## src/rtl/aftab_mem_pkg.sv

```systemverilog
// rtl/aftab_mem_pkg.sv - shared encodings for the AFTAB memory port arbiter
package aftab_mem_pkg;

  typedef enum logic [1:0] {
    IDLE = 2'b00,
    OWN0 = 2'b01,
    OWN1 = 2'b10
  } arb_state_t;

  typedef enum logic {
    MASTER_M0 = 1'b0,
    MASTER_M1 = 1'b1
  } master_t;

  localparam int WAIT_W = 8;

endpackage

```

## src/rtl/aftab_mem_arbiter_timer.sv

```systemverilog
// rtl/aftab_mem_arbiter_timer.sv - strobe wait counter with one-cycle timeout pulse
import aftab_mem_pkg::*;

module aftab_mem_arbiter_timer #(
  parameter int TIMEOUT = 15
) (
  input  logic clk,
  input  logic rst,
  input  logic strobe,
  input  logic ready,
  output logic timeout
);

  localparam logic [WAIT_W-1:0] LIMIT = WAIT_W'(TIMEOUT - 1);

  logic [WAIT_W-1:0] wait_cnt;

  // The edge that would bring the count to TIMEOUT emits the pulse and restarts instead.
  always_ff @(posedge clk) begin
    if (!rst) begin
      wait_cnt <= '0;
      timeout  <= 1'b0;
    end else if (!strobe || ready) begin
      wait_cnt <= '0;
      timeout  <= 1'b0;
    end else if (wait_cnt == LIMIT) begin
      wait_cnt <= '0;
      timeout  <= 1'b1;
    end else begin
      wait_cnt <= wait_cnt + 1'b1;
      timeout  <= 1'b0;
    end
  end

endmodule

```

## src/rtl/aftab_mem_arbiter.sv

```systemverilog
// rtl/aftab_mem_arbiter.sv - round-robin owner of the byte-wide memory port for DARU (M0) and DAWU (M1)
import aftab_mem_pkg::*;

module aftab_mem_arbiter #(
  parameter int size    = 32,
  parameter int TIMEOUT = 15
) (
  input  logic                clk,
  input  logic                rst,
  input  logic                m0Busy,
  input  logic                m0Read,
  input  logic [size-1:0]     m0Addr,
  input  logic                m1Busy,
  input  logic                m1Write,
  input  logic [size-1:0]     m1Addr,
  input  logic [size/4-1:0]   m1Data,
  input  logic                memReady,
  output logic                memRead,
  output logic                memWrite,
  output logic [size-1:0]     memAddr,
  output logic [size/4-1:0]   memDataOut,
  output logic                m0Ready,
  output logic                m1Ready,
  output logic                m0Grant,
  output logic                m1Grant,
  output logic                memTimeout
);

  arb_state_t state, state_next;
  master_t    last_owner, last_owner_next;

  always_ff @(posedge clk) begin
    if (!rst) begin
      state      <= IDLE;
      last_owner <= MASTER_M1;
    end else begin
      state      <= state_next;
      last_owner <= last_owner_next;
    end
  end

  // A releasing owner hands straight to a busy peer, so the peer never sees an idle bubble.
  always_comb begin
    state_next      = state;
    last_owner_next = last_owner;
    case (state)
      IDLE: begin
        if (m0Busy && m1Busy)
          state_next = (last_owner == MASTER_M1) ? OWN0 : OWN1;
        else if (m0Busy)
          state_next = OWN0;
        else if (m1Busy)
          state_next = OWN1;
      end
      OWN0: begin
        if (!m0Busy && !m0Read) begin
          last_owner_next = MASTER_M0;
          state_next      = m1Busy ? OWN1 : IDLE;
        end
      end
      OWN1: begin
        if (!m1Busy && !m1Write) begin
          last_owner_next = MASTER_M1;
          state_next      = m0Busy ? OWN0 : IDLE;
        end
      end
      default: state_next = IDLE;
    endcase
  end

  assign m0Grant    = (state == OWN0);
  assign m1Grant    = (state == OWN1);
  assign memRead    = m0Grant & m0Read;
  assign memWrite   = m1Grant & m1Write;
  assign memAddr    = m0Grant ? m0Addr : (m1Grant ? m1Addr : '0);
  assign memDataOut = m1Grant ? m1Data : '0;
  // Ready reaches a master only while its own strobe is out on the port.
  assign m0Ready    = memReady & memRead;
  assign m1Ready    = memReady & memWrite;

  aftab_mem_arbiter_timer #(
    .TIMEOUT(TIMEOUT)
  ) u_timer (
    .clk    (clk),
    .rst    (rst),
    .strobe (memRead | memWrite),
    .ready  (memReady),
    .timeout(memTimeout)
  );

endmodule

```

## config.mk

```make
export PLATFORM = sky130hd
export DESIGN_NAME = aftab_mem_arbiter
export DESIGN_NICKNAME = d
export VERILOG_FILES = /design/src/rtl/aftab_mem_pkg.sv /design/src/rtl/aftab_mem_arbiter_timer.sv /design/src/rtl/aftab_mem_arbiter.sv
export SDC_FILE = /design/constraint.sdc
export NUM_CORES = 1
export LEC_CHECK = 0
export BUFFER_PORTS_ARGS = -buffer_cell sky130_fd_sc_hd__buf_2
export CAP_MARGIN = 20
export CORE_MARGIN = 1.5
export CORE_UTILIZATION = 33
export DETAILED_ROUTE_END_ITERATION = 6
export PLACE_DENSITY = 0.83
export SETUP_SLACK_MARGIN = 0.3
export SKIP_LAST_GASP = 1
export SYNTH_ARGS = -nofsm -noshare
export SYNTH_HDL_FRONTEND = slang
export SYNTH_HIERARCHICAL = 1
export SYNTH_SLANG_ARGS = --single-unit
```

## constraint.sdc

```tcl
create_clock -name clk -period 1.88 [get_ports clk]
set_input_delay 0.282 -clock clk [delete_from_list [all_inputs] [get_ports clk]]
set_output_delay 0.282 -clock clk [all_outputs]
set_load 0.03 [all_outputs]
```

==> results.md <==
* Status: completed
* IO Port Bufs at ~130
* Worst IR Drop VDD at 0.415 mV
* WL/cell at between 15 and 20 µm
* Number of fill cells in the layout at between 200 and 250
* Final worst setup slack at ~0.13 ns
* Reg2reg start: state[1]$_SDFFE_PN0P_
* GPL Wtd Cong at ~0.85
* Antenna Cells at 0
* Die Ht at just under 60 µm
* Data arrival, critical path at approximately 1.5 ns
* Primary FF master, synth: dfxtp_1
* Reg-to-reg critical path endpoint: u_timer/wait_cnt[3]$_SDFF_PP0_
* Fmax at ~570 MHz
* FF-to-FF setup slack at roughly 0.31 ns
* Placed cell area at 1660 µm²
* Reg2reg path depth at 7
* Post-synth ARST share at 0%
* Top-count cell post-synth: a22o_1
* CTS tree: built
* Critical path data required time at about 1.6 ns
* Area growth from synthesis to layout at 108%
* Simple-gate share of the synthesized area at between 20 and 25%
* Cell taking the most area after synthesis: a22o_1
* Nets@finish at roughly 330
* Pwr per Cell Area at about 590 nW/µm²
* Pre-CTS setup slack at around 0.27 ns
* Sequential-to-total area share from yosys stat at a little under a quarter
* Starting DRT DRC Count at 90
* GR Util All Layers at 19.3%
* Critical Path Source: state[1]$_SDFFE_PN0P_
* RSZ-0062 raised after global routing: true
* Syn avg cell area at approximately 9 µm²
* Antenna violations before repair at 0
* Cell count after synthesis at ~120
* Post-Synth Adder-Cell Area at ~2.4%
* Min-delay worst type: input port to flop
* CTS buffer count at 3
* CP endpoint kind: output pin
* Final-report setup violation count at 0
* Relative slew slack at a little under nine tenths
* Post-synth EDFFs at 0
* Final instance area at ~2200 µm²
* Setup TNS at 0 ns
* Worst skew pair latency at 0.27 ns
* HPWL after DPL at 2.96 mm
* Main combinational cell family by area after synthesis: compound AO/OA/AOI/OAI gates
* Ranking of synthesized cells by area: a22o_1 27%, dfxtp_1 23%, buf_6 9.7%, and2_1 6.0%, nor2_1 2.9%
* Initial Util at between 30% and 40%
* GRT overflow at 0
* CP startpoint kind: flop
* CTS H-tree lvls at 1
* Final wirelength at approximately 5.4 mm
* Net Count, Synth at 200
* Vias at 1,551
* Routed Antenna Nets at 0
* Largest net degree at the start of global routing at 26
* Proportion of layout cells with a drive suffix above 1 at 64.0%
* Core Area at around 3000 µm²
* Worst setup path endpoint: memAddr[19]
* Row Count at 20
* Worst-margin pin slew at about 0.21 ns
* Die Footprint at between 3000 and 4000 µm²
* Worst hold path stage count at 2
* Vias in the first global route at between 1,000 and 1,500
* Clock transition at path regs at 0.07 ns
* Lkg Pwr at 1.06 nW
* FF+latch count, synth at 12
* Yosys warns at 6
* Boundary pin count at around 130
* Crit Path Max Fanout at 9
* Vias per inst at roughly 5.3
* CTS Buffer Depth at 2
* CTS root buf: clkbuf_4
* Xor and xnor area share after synthesis at under 10%
* First-pass GRT wire length at roughly 5.3 mm
* Final worst path period need at roughly 1.8 ns
* Fin crit share at around 93%
* Post-synthesis mux area share at 0.957%
* Top-area cell type share of the netlist area at 26.8%
* Clock skew at around 0.0026 ns
* Drt drc at 0
* Die X at 59.3 µm
* Library cells used by synthesis at 31
* TritonRoute pass-1 iters at 4
* Setup Crit Path Kind: flop to output pin
* Synth cell count leaders: 32 x a22o_1, 12 x dfxtp_1, 10 x and2_1
* Max Slew Vio Count at 0
* Maxcap violations at 0
* Fin. Hold Viols at 0
* Synth Cell Area at about 1000 µm²
* Synth Area in Compound Gates at 36.7%
* # hold bufs at CTS at 0
* Clock sinks at 12
[routing by layer]
layer | vias up | routed length, µm | global-route usage [%]
met1 | 765 | 1900 | 19.6
li1 | 717 | - | -
met4 | 0 | 79 | 6.17
met3 | 8 | 428 | 4.37
met2 | 61 | 2950 | 37.8
met5 | - | 0 | 0
[state kept, by name (all words and copies together) (netlist names)]
| signal | cells |
|---|---|
| last_owner | 1 |
| state | 2 |
| u_timer/timeout | 1 |
| u_timer/wait_cnt | 8 |
[cells by family (layout without fill, tap and decap cells)]
group | Yosys count | count (layout)
adders and majority gates | 2 | 2
muxes | 1 | 1
DFF | 12 | 12
xor gates and xnor gates | 3 | 3
buffers and inverters | 11 | 142
and+or+nand+nor | 43 | 43
AOI/OAI and AO/OA | 47 | 47
[final cells by class]
| cell class | instances | area, µm² | share of cell area, % |
|---|---|---|---|
| Clock buffer | 4 | 36.3 | 1.67 |
| Inverter | 2 | 7.51 | 0.346 |
| Multi-Input combinational cell | 96 | 749 | 34.5 |
| Sequential cell | 12 | 248 | 11.4 |
| Tap cell | 44 | 55.1 | 2.54 |
| Timing Repair Buffer | 136 | 1070 | 49.5 |
[power by group]
part           leakage [nW]  internal [mW]  switching, mW
Clock                0.0210          0.118         0.0852
Sequential           0.0985          0.261         0.0111
Combinational         0.943          0.396          0.414
[worst min path at each step]
stage	from	endpoint	slack, ns
5_1_grt	rst	last_owner$_SDFFE_PN1P_	0.24
3_3_place_gp	u_timer/wait_cnt[7]$_SDFF_PP0_	u_timer/wait_cnt[7]$_SDFF_PP0_	0.47
6_report	rst	last_owner$_SDFFE_PN1P_	0.26
2_1_floorplan	rst	last_owner$_SDFFE_PN1P_	0.36
4_1_cts	rst	last_owner$_SDFFE_PN1P_	0.23
3_5_place_dp	u_timer/wait_cnt[0]$_SDFF_PP0_	u_timer/wait_cnt[0]$_SDFF_PP0_	0.48
[critical path, stage by stage, from the launching register on]
cell and delay, ns:
dfxtp_4 0.37, nor2b_4 0.13, buf_12 0.13, clkbuf_16 0.15
a22o_1 0.26, buf_6 0.15
[cells in the final DEF (no fill, tap or decap), types with 3 or more instances in the layout]
| cell | synthesis | routed |
|---|---|---|
| buf_4 | 0 | 4 |
| buf_6 | 9 | 45 |
| clkbuf_4 | 0 | 4 |
| or3_1 | 3 | 3 |
| nor2_1 | 8 | 8 |
| nand3_1 | 5 | 5 |
| buf_12 | 0 | 4 |
| a22o_1 | 32 | 31 |
| a21oi_1 | 5 | 5 |
| and2_4 | 1 | 8 |
| buf_2 | 0 | 80 |
| dfxtp_1 | 12 | 10 |
| o21ai_0 | 4 | 4 |
[per-stage QoR]
stage	util [%]	std cells	hold WS, ns	total power, mW
2_1_floorplan	-	119	0.362	0.675
3_3_place_gp	54.9	283	0.474	0.834
3_5_place_dp	54.9	283	0.480	0.840
4_1_cts	61.0	287	0.235	1.12
5_1_grt	71.7	294	0.240	1.33
6_report	71.7	294	0.256	1.29
[timing repair]
item	in CTS	in global routing
gates cloned	0	2
endpoints found under the hold margin	0	0
gates resized for setup	54	64
buffers inserted	0	5
endpoints found under the setup margin	46	45
pin swaps	0	27
No activity file was read; power rests on OpenSTA's default activity.
